==> config.mk <==
export PLATFORM = sky130hd
export DESIGN_NAME = axis_frame_source
export DESIGN_NICKNAME = d
export VERILOG_FILES = /design/src/rtl/axis_frame_source.sv
export SDC_FILE = /design/constraint.sdc
export NUM_CORES = 1
export LEC_CHECK = 0
export CAP_MARGIN = 20
export CORE_UTILIZATION = 37
export DETAILED_ROUTE_END_ITERATION = 16
export SLEW_MARGIN = 15
export SYNTH_ARGS = -nofsm -noshare
export SYNTH_HDL_FRONTEND = slang
export SYNTH_SLANG_ARGS = --single-unit
==> constraint.sdc <==
create_clock -name m00_axis_aclk -period 5.59 [get_ports m00_axis_aclk]
set_clock_uncertainty 0.15 [all_clocks]
set_input_delay 1.118 -clock m00_axis_aclk [delete_from_list [all_inputs] [get_ports m00_axis_aclk]]
set_output_delay 1.118 -clock m00_axis_aclk [all_outputs]
set_load 0.005 [all_outputs]
==> src/rtl/axis_frame_source.sv <==
`timescale 1ns/1ps
// axis_frame_source: packs a free-running sample strobe into fixed-length AXI-Stream frames
// with tlast, FIFO-buffered against tready stalls. Define AXIS_FRAME_SOURCE_RAMP_EN for the ramp test source.
module axis_frame_source #(
    parameter int C_M00_AXIS_TDATA_WIDTH = 32,
    parameter int SAMPLE_WIDTH           = 16,
    parameter int FRAME_LEN              = 64,
    parameter int FIFO_DEPTH             = 16
) (
    input  logic                                  m00_axis_aclk,
    input  logic                                  m00_axis_areset,
    input  logic                                  enable,
    input  logic                                  sample_valid,
    input  logic signed [SAMPLE_WIDTH-1:0]        sample_data,
`ifdef AXIS_FRAME_SOURCE_RAMP_EN
    input  logic                                  test_mode,
`endif
    input  logic                                  m00_axis_tready,
    output logic                                  m00_axis_tvalid,
    output logic                                  m00_axis_tlast,
    output logic [C_M00_AXIS_TDATA_WIDTH-1:0]     m00_axis_tdata,
    output logic [C_M00_AXIS_TDATA_WIDTH/8-1:0]   m00_axis_tstrb,
    output logic [15:0]                           overflow_count,
    output logic                                  busy
);

    localparam int DW = C_M00_AXIS_TDATA_WIDTH;
    localparam int AW = $clog2(FIFO_DEPTH);
    localparam int CW = $clog2(FRAME_LEN);

    typedef enum logic [1:0] {IDLE, RUN, DRAIN} state_t;

    function automatic logic [DW-1:0] sext(input logic signed [SAMPLE_WIDTH-1:0] s);
        logic signed [DW-1:0] w;
        w = DW'(s);
        return w;
    endfunction

    function automatic logic [15:0] sat_inc(input logic [15:0] c);
        return (c == 16'hFFFF) ? c : c + 16'd1;
    endfunction

    state_t         state;
    logic [DW-1:0]  fifo_mem [FIFO_DEPTH];
    logic [AW-1:0]  wr_ptr;
    logic [AW-1:0]  rd_ptr;
    logic [AW:0]    fifo_cnt;
    // Counts beats loaded into the slice, so it equals the accepted-beat count plus any beat in flight.
    logic [CW-1:0]  beat_cnt;

    logic           fifo_empty;
    logic           fifo_full;
    logic           slice_free;
    logic           pop;
    logic           pad;
    logic           push_req;
    logic           push;
    logic           drop;
    logic           beat_last;
    logic           drain_done;
    logic [DW-1:0]  push_data;

    assign fifo_empty = (fifo_cnt == '0);
    assign fifo_full  = (fifo_cnt == (AW+1)'(FIFO_DEPTH));
    assign slice_free = !m00_axis_tvalid || m00_axis_tready;
    assign pop        = slice_free && !fifo_empty;
    assign pad        = slice_free && fifo_empty && (state == DRAIN) && (beat_cnt != '0);
    assign push_req   = (state == RUN) && sample_valid;
    assign push       = push_req && (!fifo_full || pop);
    assign drop       = push_req && fifo_full && !pop;
    assign beat_last  = (beat_cnt == CW'(FRAME_LEN - 1));
    assign drain_done = fifo_empty && (beat_cnt == '0) &&
                        (!m00_axis_tvalid || (m00_axis_tready && m00_axis_tlast));
    assign m00_axis_tstrb = '1;

`ifdef AXIS_FRAME_SOURCE_RAMP_EN
    logic [DW-1:0] ramp_cnt;

    always_ff @(posedge m00_axis_aclk or posedge m00_axis_areset) begin
        if (m00_axis_areset) begin
            ramp_cnt <= '0;
        end else if (state == IDLE && enable) begin
            ramp_cnt <= '0;
        end else if (push) begin
            ramp_cnt <= ramp_cnt + 1'b1;
        end
    end

    assign push_data = test_mode ? ramp_cnt : sext(sample_data);
`else
    assign push_data = sext(sample_data);
`endif

    always_ff @(posedge m00_axis_aclk) begin
        if (push) begin
            fifo_mem[wr_ptr] <= push_data;
        end
    end

    always_ff @(posedge m00_axis_aclk or posedge m00_axis_areset) begin
        if (m00_axis_areset) begin
            wr_ptr          <= '0;
            rd_ptr          <= '0;
            fifo_cnt        <= '0;
            beat_cnt        <= '0;
            m00_axis_tvalid <= 1'b0;
            m00_axis_tlast  <= 1'b0;
            m00_axis_tdata  <= '0;
            overflow_count  <= '0;
        end else begin
            if (push) wr_ptr <= wr_ptr + 1'b1;
            if (pop)  rd_ptr <= rd_ptr + 1'b1;
            case ({push, pop})
                2'b10:   fifo_cnt <= fifo_cnt + 1'b1;
                2'b01:   fifo_cnt <= fifo_cnt - 1'b1;
                default: fifo_cnt <= fifo_cnt;
            endcase
            if (drop) overflow_count <= sat_inc(overflow_count);
            // Output slice: refill from the FIFO head, or with a zero pad beat while closing a frame.
            if (pop || pad) begin
                m00_axis_tvalid <= 1'b1;
                m00_axis_tdata  <= pop ? fifo_mem[rd_ptr] : '0;
                m00_axis_tlast  <= beat_last;
                beat_cnt        <= beat_last ? '0 : beat_cnt + 1'b1;
            end else if (m00_axis_tready) begin
                m00_axis_tvalid <= 1'b0;
            end
        end
    end

    always_ff @(posedge m00_axis_aclk or posedge m00_axis_areset) begin
        if (m00_axis_areset) begin
            state <= IDLE;
            busy  <= 1'b0;
        end else begin
            case (state)
                IDLE: if (enable) begin
                    state <= RUN;
                    busy  <= 1'b1;
                end
                RUN: if (!enable) begin
                    state <= DRAIN;
                end
                DRAIN: if (drain_done) begin
                    state <= IDLE;
                    busy  <= 1'b0;
                end
                default: begin
                    state <= IDLE;
                    busy  <= 1'b0;
                end
            endcase
        end
    end

endmodule
### After elaboration in Yosys (flattened, before gate mapping)

Memory sizes are Yosys's and may differ from the RTL's.
Cells that the tools add are included.
W data, S select, Z words.

* $add $sub $neg: 6
* reduce and logical (&&, ||, !) cells: 28
* equality and inequality tests: 10
* multiplexer cells: 14
* bitwise logic cells: 2

Operators with widths (count)
* $mux W32: 1
* $add A16 B1 Y16 const B: 1
* $eq A16 B16 Y1 const B: 1
* $logic_and A1 B1 Y1: 11
* $pmux W5 S2: 1
* $add A4 B1 Y4 const B: 2
* $add A6 B1 Y6 const B: 1
* $eq A6 B6 Y1 const B: 1
* $logic_not A6 Y1: 1
* $mux W1: 6
* $mux W2: 3
* $mux W6: 1
* $ne A2 B2 Y1 const B: 3
* $pmux W2 S3: 1
* $reduce_and A3 Y1: 2
* $reduce_bool A6 Y1: 1
* $add A5 B1 Y5 const B: 1
* $eq A5 B5 Y1 const B: 1
* $logic_not A5 Y1: 1
* $sub A5 B1 Y5 const B: 1
* $eq A2 B1 Y1 const B: 2
* $eq A2 B2 Y1 const B: 2
* $logic_not A1 Y1: 4
* $logic_or A1 B1 Y1: 4
* other kinds (5): 7

* input port bits: 21
* output and inout port bits: 55
* memory bits (writable): 512
* bits in registers: 72
* logic and storage cells: 71
* memories kept: 1

Memory list
* fifo_mem: depth 16, bits a word 32, rd ports 1, clocked after memory_dff 0, write ports 1, line 44 `logic [DW-1:0] fifo_mem [FIFO_DEPTH];`

### Longest topological paths before layout

Gate-level depths: netlist of run 1.

* word-level depth: 7
* gate-level depth with buffers: 11
* gate-level depth less buffers: 10

### Worst setup path before layout of run 1

Ideal clock, no wire load.

* path kind: input-to-reg
* start: in sample_valid
* end: mem fifo_mem[3][0] (netlist name), enable pin
* buffers on the path: 0
* stages on the path: 4
* setup time: 0.409 ns
* data arrival time: 3.016 ns
* data required time: 5.031 ns
* setup slack: 2.015 ns
* cell sequence: nand3b_1 -> a31oi_1 -> nand2_1 -> nor3_1

* word-level cells in the longest chain between the ends: 4

Ends and longest elaborated chain
* start, declared: line 13 `input logic sample_valid,`
* $logic_and A1 B1 Y1: line 68 `assign push_req = (state == RUN) && sample_valid;`
* $logic_and A1 B1 Y1: line 69 `assign push = push_req && (!fifo_full || pop);`
* $mux W1: line 95 `if (push) begin`
* $mux W1 (not written as such): line 96 `fifo_mem[wr_ptr] <= push_data;`
* end, declared: line 44

No other way between the ends.

### Worst setup path in the final report of run 1

* start: in m00_axis_tready
* end: mem fifo_mem[4][11] (netlist name), enable pin

* word-level cells in the longest chain between the ends: 6

Ends and longest elaborated chain
* start, declared: line 18 `input logic m00_axis_tready,`
* $logic_or A1 B1 Y1: line 65 `assign slice_free = !m00_axis_tvalid || m00_axis_tready;`
* $logic_and A1 B1 Y1: line 66 `assign pop = slice_free && !fifo_empty;`
* $logic_or A1 B1 Y1: line 69
* $logic_and A1 B1 Y1: line 69
* $mux W1: line 95
* $mux W1 (not written as such): line 96

No other way between the ends.

==> results of run 1 <==
[per-stage QoR]
step / hold WS (ns) / utilization [%] / instances / power (W) / cell area, um2
final: 0.349 / 45.1 / 1211 / 0.00706 / 14800
after floorplan: 0.302 / - / 661 / 0.00427 / 12500
after global routing: 0.371 / 45.1 / 1211 / 0.00740 / 14800
after global placement: 0.325 / 41.6 / 1149 / 0.00484 / 13700
after CTS: 0.359 / 45.1 / 1211 / 0.00716 / 14800
after detailed placement: 0.351 / 41.6 / 1149 / 0.00488 / 13700
[worst register-to-register path, cell delays in order, from the launching register on]
cell	delay, ns
dfrtp_1	0.50
nor4_2	0.12
a31oi_1	0.81
nand2_1	0.31
nor2_1	0.59
buf_4	0.34
[where the power goes]
| group | switching (W) | total, W | leakage (nW) | internal, W |
|---|---|---|---|---|
| sequential | 0.000417 | 0.00314 | 3.00 | 0.00272 |
| combinational | 0.000670 | 0.00166 | 1.48 | 0.000986 |
| clock | 0.000891 | 0.00227 | 0.553 | 0.00138 |
| total | 0.00198 | 0.00706 | 5.03 | 0.00509 |
[cell usage in the layout, fill, tap and decap left out, drive strengths merged, types with 10 or more instances in the layout]
cell type,n
a221o,16
mux2i,16
clkbuf,43
clkdlybuf4s50,71
edfxtp,256
dfrtp,56
mux4,64
nand2,17
clkinv,11
mux2,21
ha,10
buf,21
nor3,10
xnor2,19
nor2,37
inv,11
[layer usage]
layer / routed length [um] / GRT usage (%) / up-vias
li1: - / - / 2779
met2: 12800 / 26.0 / 197
met4: 501 / 4.59 / 0
met3: 1460 / 2.62 / 36
met5: 0 / 0 / -
met1: 11200 / 21.6 / 3306
[cells by family (layout without fill, tap and decap cells)]
family,Yosys count,after routing
mux,101,101
other cells,1,4
xor+xnor,27,27
fa+ha+maj,10,10
simple gates,111,111
flops,312,312
compound gates,41,41
buf+inv,55,163
[state kept, by name, summed over array words and instances, names as in the netlist]
register         cells
wr_ptr               4
busy                 1
beat_cnt             6
fifo_mem           256
m00_axis_tvalid      1
state                2
m00_axis_tlast       1
overflow_count      16
rd_ptr               4
fifo_cnt             5
m00_axis_tdata      16
[cell type report]
class	count	area (um2)	share of cell area, %
Clock buffer	43	895	6.03
Clock inverter	19	244	1.65
Inverter	9	33.8	0.228
Multi-Input combinational cell	294	3130	21.1
Sequential cell	312	9100	61.4
Tap cell	442	553	3.73
Timing Repair Buffer	92	868	5.86
[cells in the mapped netlist (all sizes together) (2+ instances only)]
cell	count	area share [%]
a21oi	5	0.20
a221o	16	1.3
a31oi	4	0.32
and3	6	0.30
and4	2	0.14
buf	39	2.0
clkbuf	7	0.21
dfrtp	56	11
edfxtp	256	61
ha	10	1.0
inv	9	0.27
mux2	21	1.9
mux2i	16	1.3
mux4	64	12
nand2	17	0.53
nand2b	6	0.30
nand3	8	0.32
nand4	9	0.45
nor2	37	1.1
nor2b	6	0.30
nor3	10	0.40
nor4	6	0.35
o21ai	9	0.45
or4	2	0.15
xnor2	19	1.3
xor2	8	0.56
[worst min-delay path by stage]
stage,endpoint,slack (ns)
2_1_floorplan,beat_cnt[5],0.30
3_3_place_gp,beat_cnt[5],0.33
3_5_place_dp,overflow_count[15],0.35
4_1_cts,overflow_count[15],0.36
5_1_grt,overflow_count[15],0.37
6_report,overflow_count[15],0.35
==> flow_metrics.py, run 1 <==
metrics = {
    "status": {
        "status": "finished, final reports clean",
    },
    "place": {
        "routabilityCongestion": 0.759,
        "place_ws_ns": 1.41,
        "port_buffers": 71,
        "hpwl_mm": 16.5,
    },
    "worst_hold_path": {
        "whs_path_depth": 1,
        "hold_start": "overflow_count[15]",
        "hp-class": "reg -> reg",
    },
    "floorplanning": {
        "core_area_um2": 32900,
        "die_width_um": 186,
        "die_area_um2": 34500,
        "start_util_pct": 38.0,
        "std_cell_rows": 66,
        "ioPinCount": 76,
        "die_h_um": 186,
    },
    "critical_path": {
        "r2r_slack_ns": 2.47,
        "worstSetupEndpoint": "fifo_mem[4][11]",
        "worstSetupPathType": "in -> reg",
        "slowest_stage": "a31oi_1",
        "cp_max_fo": 11,
        "critPathLaunchType": "input pin",
        "path_cells": "clkdlybuf4s50_1 -> nor2b_1 -> a31oi_1 -> nand2_1 -> nor2_1 -> buf_4",
        "slowest_delay_ns": 0.76,
        "critical_path.top_delay_family": "simple AND/OR/NAND/NOR gates",
        "required_ns": 5.64,
        "cp.buffers_inverters": 2,
        "arrival_ns": 3.72,
        "r2r_start": "fifo_cnt[1]",
        "reg2reg_to": "fifo_mem[4][11]",
        "rr_worst_depth": 5,
        "critPathCaptureType": "flip-flop",
        "startpoint": "m00_axis_tready",
        "path_depth": 6,
    },
    "synthesis": {
        "syn_inst": 658,
        "syn_area_per_cell_um2": 19.0,
        "synth_ff_type": "edfxtp_1",
        "synthSimpleGateAreaFrac_pct": 4.48,
        "ys_seq_area_share_pct": 72.7,
        "synthArstFlopShare_pct": 17.9,
        "synth_top_family_by_area": "multiplexers",
        "yosys_warnings": 0,
        "synth_compound_area_share_pct": 2.70,
        "synth.distinct_cells": 44,
        "synthAdderAreaFrac_pct": 1.00,
        "synthXorXnorAreaFrac_pct": 1.89,
        "synth-edff-count": 256,
        "synthMuxAreaShare_pct": 14.7,
        "syn_area_um2": 12500,
        "ys_seq_elements": 312,
    },
    "cts": {
        "ctsResizeCount": 0,
        "post_cts_buffers": 0,
        "cts_max_path_buffers": 3,
        "cts-buffers-inserted": 34,
        "clock-sinks": 312,
        "cts_tree": "yes",
        "clk_latency_ns": 0.51,
        "cts_hold_buf": 0,
        "cts_max_level": 2,
        "path_clk_slew_ns": 0.06,
        "clockRootBuffer": "clkbuf_16",
    },
    "timing": {
        "setup_viol": 0,
        "worst_slack_ns": 1.92,
        "post-route-min-period_ns": 3.67,
        "fin_setup_tns_ns": 0,
        "hold_viol_final": 0,
        "max_freq_mhz": 273,
        "slew_headroom_pct": 26.9,
        "slew_violations": 0,
        "worst_slew_pin_slew_ns": 1.10,
        "rsz0062_at_grt": "false",
        "period_share_pct": 65.6,
    },
    "pwr": {
        "leakage_nw": 5.03,
        "ir_drop_uv": 223,
        "pwr_density_cell_nw_per_um2": 477,
    },
    "run": {
        "max_cap_violations": 0,
    },
    "route": {
        "vias": 6318,
        "firstDrtPassIters": 5,
        "avgViaCountPerCell": 5.22,
        "drt-initial-drc-count": 437,
        "drc": 0,
        "avgRoutedWirePerCell_um": 21.4,
        "wl_mm": 26.0,
        "postRouteAntennaNets": 0,
    },
    "cells_and_area": {
        "fillers": 2867,
        "layout-drive-gt1-share_pct": 22.1,
        "syn2layout_area_growth_pct": 18.6,
        "antenna_cells": 0,
        "nets": 774,
    },
    "global_routing": {
        "grt_pass1_vias": 6755,
        "grt-ovfl-total": 0,
        "grt_pass1_wl_mm": 40.3,
        "grt_max_degree": 48,
        "antenna_found_initial": 0,
        "grt_use_total_pct": 15.8,
    },
}
(Power assumes the default switching activity.)
==> run 2: changes to the inputs <==
clock period = 3.8 ns   (was 5.59 ns; I/O delays follow)
==> run 2 against run 1 <==
  * Non-clock buffer count rose by 5
  * Largest cell class unchanged
  * Highest routed layer unchanged
  * Final cell count up 0.25%
  * Worst setup slack worse by 1.1 ns
  * Critical path type unchanged
  * Power up 46%
==> flow_metrics.py, run 2 (synthesized netlist as in run 1, its figures left out) <==
metrics = {
    "timing": {
        "hold_viol_final": 0,
        "period_share_pct": 77.6,
        "post-route-min-period_ns": 2.95,
        "rsz0062_at_grt": "false",
        "setup_viol": 0,
        "slew_headroom_pct": 46.3,
        "max_freq_mhz": 339,
        "worst_slew_pin_slew_ns": 0.805,
        "slew_violations": 0,
        "fin_setup_tns_ns": 0,
    },
    "floorplanning": {
        "core_area_um2": 32900,
        "die_width_um": 186,
        "start_util_pct": 38.0,
        "die_h_um": 186,
        "ioPinCount": 76,
        "std_cell_rows": 66,
        "die_area_um2": 34500,
    },
    "critical_path": {
        "critPathLaunchType": "input pin",
        "cpMostUsedCell": "nor2_1",
        "critPathCaptureType": "flip-flop",
        "path_cells": "clkdlybuf4s50_1 -> nand2b_1 -> o21ai_4 -> nor2_1 -> xor2_1 -> ha_1 -> o31a_1 -> nor4_1 -> nor2_1 -> a21oi_1 -> o21ai_0",
        "slowest_delay_ns": 0.50,
        "cp_max_fo": 6,
        "critical_path.top_delay_family": "simple AND/OR/NAND/NOR gates",
        "required_ns": 4.02,
        "cp.buffers_inverters": 1,
        "worstSetupPathType": "in -> reg",
        "slowest_stage": "clkdlybuf4s50_1",
        "arrival_ns": 3.17,
    },
    "cts": {
        "path_clk_slew_ns": 0.06,
        "cts-buffers-inserted": 34,
        "clock-sinks": 312,
        "post_cts_buffers": 0,
        "cts_hold_buf": 0,
        "cts_tree": "yes",
        "clockRootBuffer": "clkbuf_16",
        "cts_max_level": 2,
        "cts_max_path_buffers": 3,
        "clk_latency_ns": 0.51,
        "ctsResizeCount": 0,
    },
    "cells_and_area": {
        "mostFrequentLayoutCell": "edfxtp_1",
        "fillers": 2884,
        "layout-drive-gt1-share_pct": 22.0,
        "syn2layout_area_growth_pct": 18.6,
        "final_cell_mix": "edfxtp_1 (256), clkdlybuf4s50_1 (71), mux4_2 (64), dfrtp_1 (53), nor2_1 (37)",
        "antenna_cells": 0,
        "nets": 779,
        "largest_reg_flops": 256,
        "regArea_um2": 9090,
        "multi_input_comb_area_um2": 3130,
        "reg.largest.list": "fifo_mem: 256 flops, m00_axis_tdata: 16 flops, overflow_count: 16 flops",
        "top_register": "fifo_mem",
    },
    "route": {
        "firstDrtPassIters": 5,
        "avgRoutedWirePerCell_um": 21.4,
        "drc": 0,
        "avgViaCountPerCell": 5.22,
        "vias": 6336,
        "wl_mm": 26.0,
        "postRouteAntennaNets": 0,
        "drt-initial-drc-count": 391,
    },
    "global_routing": {
        "grt_use_total_pct": 15.8,
        "grt_pass1_wl_mm": 40.2,
        "antenna_found_initial": 0,
        "grt_pass1_vias": 6698,
        "grt-ovfl-total": 0,
        "grt_max_degree": 57,
    },
    "place": {
        "hpwl_mm": 16.1,
        "routabilityCongestion": 0.738,
        "port_buffers": 71,
    },
    "pwr": {
        "leakage_nw": 5.04,
        "ir_drop_uv": 378,
        "pwr_density_cell_nw_per_um2": 696,
        "power.total_w": 0.0103,
    },
    "run": {
        "max_cap_violations": 0,
    },
    "status": {
        "status": "finished, final reports clean",
    },
    "worst_hold_path": {
        "hp-class": "reg -> reg",
    },
}
-- run 2: cell types whose count changed in the layout (fill, tap and decap cells not counted), sizes merged --
cell,previous run,this run
clkinvlp,1,0
bufinv,5,3
clkbuf,43,47
clkinv,11,8
buf,21,26
-- run 2: final cells by class --
| cell class | count | area share (%) |
|---|---|---|
| Inverter | 9 | 0.228 |
| Timing Repair Buffer | 97 | 6.28 |
| Tap cell | 442 | 3.73 |
| Clock buffer | 47 | 6.28 |
| Multi-Input combinational cell | 294 | 21.1 |
| Clock inverter | 13 | 1.04 |
| Sequential cell | 312 | 61.3 |
-- run 2: metal layers --
layer / GRT usage (%) / part of all wire (%)
met1: 22.0 / 45
met2: 25.6 / 48
met5: 0 / 0
met3: 2.39 / 5.0
met4: 4.49 / 2.1
-- run 2: worst register-to-register path, stage by stage, from the launching register on --
cell and delay, ns:
dfrtp_1 0.46, or4_4 0.60, o21ai_4 0.22, nor2_1 0.12, xor2_1 0.16, ha_1 0.24, o31a_1 0.25, nor4_1 0.30
nor2_1 0.08, a21oi_1 0.14, o21ai_0 0.09
-- run 2: where the power goes --
group          internal, W  switching (W)
clock network      0.00193        0.00128
registers          0.00401       0.000479
logic              0.00150        0.00114
-- run 2: path summary, 6_finish.rpt --
path                                         start                  to  slack (ns)  cells after the start
worst max-delay path               m00_axis_tready         fifo_cnt[4]        0.85                     11
worst min-delay path            overflow_count[11]  overflow_count[11]        0.36                      1
worst max register to register         fifo_cnt[2]         fifo_cnt[4]        0.85                     10
worst min register to register  overflow_count[11]  overflow_count[11]        0.36                      1
max in group asynchronous          m00_axis_areset           rd_ptr[2]        2.26                      3
min in group asynchronous          m00_axis_areset                busy        0.66                      3
-- run 2: through the flow --
| step | std cells | hold slack, ns | area, um2 | utilization [%] | worst slack, ns |
|---|---|---|---|---|---|
| floorplan | 661 | 0.302 | 12500 | - | 0.583 |
| global placement | 1154 | 0.327 | 13700 | 41.8 | 0.450 |
| detailed placement | 1154 | 0.348 | 13700 | 41.8 | 0.378 |
| CTS | 1214 | 0.361 | 14800 | 45.1 | 0.889 |
| global route | 1214 | 0.379 | 14800 | 45.1 | 0.708 |
| finish | 1214 | 0.356 | 14800 | 45.1 | 0.851 |
==> run 3: changes to the inputs <==
clock period = 2.5 ns   (was 3.8 ns; I/O delays follow)
==> run 3 against run 2 <==
  * The flow now finishes with violations (negative setup slack)
  * Largest cell class unchanged
  * Power is 54% higher
  * Combinational power is 70% higher
  * Routed wire length is 1.2% higher
  * Final cell count is 3.4% higher
  * Count of clock-buffer cells in the layout is 3 lower
  * First-iteration DRC count is 29% higher
  * Clock power is 50% higher
  * Sequential power is 47% higher
==> flow_metrics.py, run 3 (synthesized netlist as in run 1, its figures left out) <==
metrics = {
    "place": {
        "port_buffers": 71,
        "routabilityCongestion": 0.782,
        "placed_cells": 1192,
        "place_area_um2": 14200,
        "hpwl_mm": 16.5,
        "place_ws_ns": -0.427,
    },
    "cells_and_area": {
        "layout-drive-gt1-share_pct": 27.2,
        "largest_reg_flops": 256,
        "nets": 818,
        "final_cell_mix": "edfxtp_1 (256), clkdlybuf4s50_1 (71), mux4_2 (64), dfrtp_1 (52), buf_4 (47)",
        "syn2layout_area_growth_pct": 22.8,
        "mostFrequentLayoutCell": "edfxtp_1",
        "final_area_um2": 15400,
        "top_register": "fifo_mem",
        "stdcell_count": 1255,
        "reg.largest.list": "fifo_mem: 256 flops, m00_axis_tdata: 16 flops, overflow_count: 16 flops",
    },
    "floorplanning": {
        "die_area_um2": 34500,
        "core_area_um2": 32900,
        "ioPinCount": 76,
        "start_util_pct": 38.0,
        "die_width_um": 186,
        "std_cell_rows": 66,
        "die_h_um": 186,
    },
    "route": {
        "wl_mm": 26.3,
        "avgViaCountPerCell": 5.12,
        "vias": 6425,
        "drt-initial-drc-count": 503,
        "firstDrtPassIters": 6,
        "postRouteAntennaNets": 0,
        "avgRoutedWirePerCell_um": 21.0,
        "drc": 0,
    },
    "critical_path": {
        "required_ns": 2.74,
        "cp_max_fo": 4,
        "critPathLaunchType": "flip-flop",
        "rr_worst_depth": 10,
        "arrival_ns": 2.82,
        "worstSetupPathType": "reg -> reg",
        "critPathCaptureType": "flip-flop",
    },
    "status": {
        "failed_checks": "negative setup slack",
        "status": "finished, violations left",
    },
    "run": {
        "max_cap_violations": 0,
    },
    "cts": {
        "cts_hold_buf": 0,
        "cts_tree": "yes",
        "post_cts_buffers": 0,
        "path_clk_slew_ns": 0.06,
        "clock-sinks": 312,
        "cts-buffers-inserted": 35,
        "clockRootBuffer": "clkbuf_16",
        "cts_max_level": 2,
        "cts_max_path_buffers": 3,
        "clk_latency_ns": 0.51,
    },
    "timing": {
        "setup_viol": 1,
        "post-route-min-period_ns": 2.58,
        "slew_violations": 0,
        "worst_slack_ns": -0.0843,
        "rsz0062_at_grt": "true",
        "slew_headroom_pct": 61.3,
        "hold_viol_final": 0,
        "period_share_pct": 103,
        "worst_slew_pin_slew_ns": 0.578,
        "max_freq_mhz": 387,
    },
    "worst_hold_path": {
        "hp-class": "in -> async",
    },
    "global_routing": {
        "antenna_found_initial": 1,
        "grt-ovfl-total": 0,
        "grt_use_total_pct": 16.0,
        "grt_pass1_vias": 6783,
        "grt_max_degree": 57,
        "grt_pass1_wl_mm": 40.7,
    },
    "pwr": {
        "ir_drop_uv": 475,
        "pwr_density_cell_nw_per_um2": 1040,
        "leakage_nw": 5.30,
    },
}
## run 3: changes by cell type in the layout (fill, tap and decap cells not counted), moves of 2 or more
cell	change
clkinv_2	+2
nor2_1	-2
nor4_4	+2
bufinv_16	-2
nor2_2	+2
buf_4	+23
clkbuf_1	-5
clkinvlp_4	+2
buf_12	+15
clkinv_4	+2
## run 3: cell type report
type                    count  area (um2)
diodes                      1        2.50
clock buffers              44         951
clock inverters            18         141
fillers                  2757       17500
inverters                   9        33.8
multi-input cells         294        3170
flip-flops and latches    312        9100
well taps                 442         553
repair buffers            135        1400
## run 3: path summary, 6_finish.rpt
| kind | from | endpoint | slack [ns] |
|---|---|---|---|
| setup reg to reg | fifo_cnt[3] | fifo_cnt[4] | -0.08 |
| hold / removal | m00_axis_areset | m00_axis_tdata[1] | 0.24 |
| max in group asynchronous | m00_axis_areset | rd_ptr[2] | 1.68 |
| hold reg to reg | overflow_count[15] | overflow_count[15] | 0.34 |
| min in group m00_axis_aclk | overflow_count[15] | overflow_count[15] | 0.34 |
| setup / recovery | fifo_cnt[3] | fifo_cnt[4] | -0.08 |
## run 3: metrics by stage
step | util [%] | total power, W | TNS, ns | hold slack, ns
4_1_cts | 46.7 | 0.0161 | -0.0690 | 0.233
2_1_floorplan | - | 0.00956 | -1.77 | 0.302
3_5_place_dp | 43.3 | 0.0112 | -44.90 | 0.335
3_3_place_gp | 43.3 | 0.0111 | -53.86 | 0.323
6_report | 46.7 | 0.0159 | -0.0843 | 0.237
5_1_grt | 46.7 | 0.0167 | -0.348 | 0.263
## run 3: metal layers
metal	GRT usage (%)	vias to the layer above	part of all wire, %
met1	20.4	3343	41
met3	3.17	48	6.0
met5	0	-	0
met2	27.7	172	51
li1	-	2862	-
met4	4.49	0	2.0
## run 3: repair_timing
item	4_1_cts	5_1_grt
resized for setup	3	4
endpoints found under the setup margin	1	20
pin swaps	0	0
## run 3: worst max-delay path, stage by stage, from the launching register on
cell and delay [ns]:
dfrtp_1 0.38, or4_4 0.57, o21ai_4 0.15, nor2_2 0.07, xor2_1 0.15, ha_2 0.21, o31a_1 0.28, nor4_4 0.19
nor2_1 0.10, a21oi_1 0.15, o21ai_1 0.08
## run 3: report_power, final
group / internal [W] / switching (W)
sequential: 0.00610 / 0.000512
combinational: 0.00255 / 0.00195
clock: 0.00282 / 0.00198
==> patch (config.mk and constraints of run 1) <==
Encoding of `state_t`: now one-hot (3 bits for 3 states).
--- a/src/rtl/axis_frame_source.sv
+++ b/src/rtl/axis_frame_source.sv
@@ -28,7 +28,7 @@
     localparam int AW = $clog2(FIFO_DEPTH);
     localparam int CW = $clog2(FRAME_LEN);
 
-    typedef enum logic [1:0] {IDLE, RUN, DRAIN} state_t;
+    typedef enum logic [2:0] {IDLE = 3'b001, RUN = 3'b010, DRAIN = 3'b100} state_t;
 
     function automatic logic [DW-1:0] sext(input logic signed [SAMPLE_WIDTH-1:0] s);
         logic signed [DW-1:0] w;
Check against the original RTL: no difference found for any inputs over 4 cycles, from zero or initial values and one cycle with m00_axis_areset high; so few cycles prove little.
==> patch against run 1 <==
Count of clock-buffer cells in the layout is 4 higher; sequential share of layout area increased by 0.32 points; sequential cell count rose by 1; wire length is 3.3% higher; critical path depth is 3 higher; cell area fell by 0.27%; total power rose by 0.22%; setup slack lost 120 ps; synthesized area up 0.43%; non-clock buffer count decreased by 10.
==> patch: results (changes against run 1) <==
metric,value,unit,change
layout.sequential_cells,313,,+0.32%
dp_hpwl,16500,µm,about the same
track_usage,16.2,%,+0.41 points
share_comb_of_total_power,26.0,%,+2.6 points
syn_area_per_cell,18.3,µm²,-3.8%
endpoint,fifo_cnt[4],,
drt_iter0_markers,479,,+9.6%
met2_track_utilization_from_global_routing,25.6,%,-0.42 points
grt_pass1_vias,6429,,-4.8%
critical_path.max_stage_delay,880,ps,+120 ps
clock_latency,530,ps,+20 ps
clkCellAreaFrac,7.52,%,-0.16 points
drive_above_1_share,20.0,%,-2.1 points
synth.mux.area_fraction,12.2,%,-2.5 points
synth-adder-area-share,0.997,%,-0.0043 points
sequential_cell_area,9120,µm²,+0.25%
cp_max_fo,21,,+10
area_share_nonclk_buffers,5.37,%,-0.49 points
met3_usage,4.13,%,+1.5 points
path_delay_family,compound AO/OA/AOI/OAI gates,,
run_status,"complete, no violations",,
synth_top_area_cells,"edfxtp_1 61%, mux4_2 11%, dfrtp_1 11%, a22oi_1 1.9%, buf_4 1.3%",,
timing.reg2reg.worst_path_depth,9,,+4
via_per_inst,5.17,,-0.93%
dr_wl_met2,12700,µm,-0.39%
yosys-top-cells-count,"256 x edfxtp_1, 64 x mux4_2, 56 x dfrtp_1",,
synth_sequential_area_ratio,72.6,%,-0.10 points
fraction_of_the_mapped_netlist_area_in_compound_gates,4.61,%,+1.9 points
num-nets-final,785,,+1.4%
hold-path-endpoint,m00_axis_tdata[10],,
routed_wirelength,26800,µm,+3.3%
hold_path.startpoint,m00_axis_tdata[10],,
combinationalPower,1.84,mW,+11%
slew_headroom,29.7,%,+2.8 points
peakVddDrop,0.241,mV,+8.1%
power.internal,4.98,mW,-2.1%
patch: changes by cell type in the layout (fill, tap and decap cells not counted), moves of 5 or more:
cell     delta
a21oi_1    +16
a22oi_1    +32
buf_4      -10
nand2_1    +11
nor2_2     +13
a221o_1    -16
nor3_1      -5
a21o_1     +16
nor2_1     -15
mux2i_1    -15
mux2_2     -18
patch: worst register-to-register path, cell delays in order, from the launching register on:
cell	delay [ps]
dfrtp_1	420
or4_1	730
o21ai_2	880
nor2_1	220
xor2_1	210
ha_1	240
o31a_1	260
nor4_1	290
a221oi_1	120
xnor2_1	140
patch: through the flow:
step	worst slack, ps	util, %	instances	hold slack (ps)
finish	1800	44.2	1227	322
global route	1620	44.2	1227	353
CTS	1800	44.2	1227	328
detailed placement	1630	40.9	1166	315
global placement	1720	40.9	1166	311
floorplan	1960	-	690	324
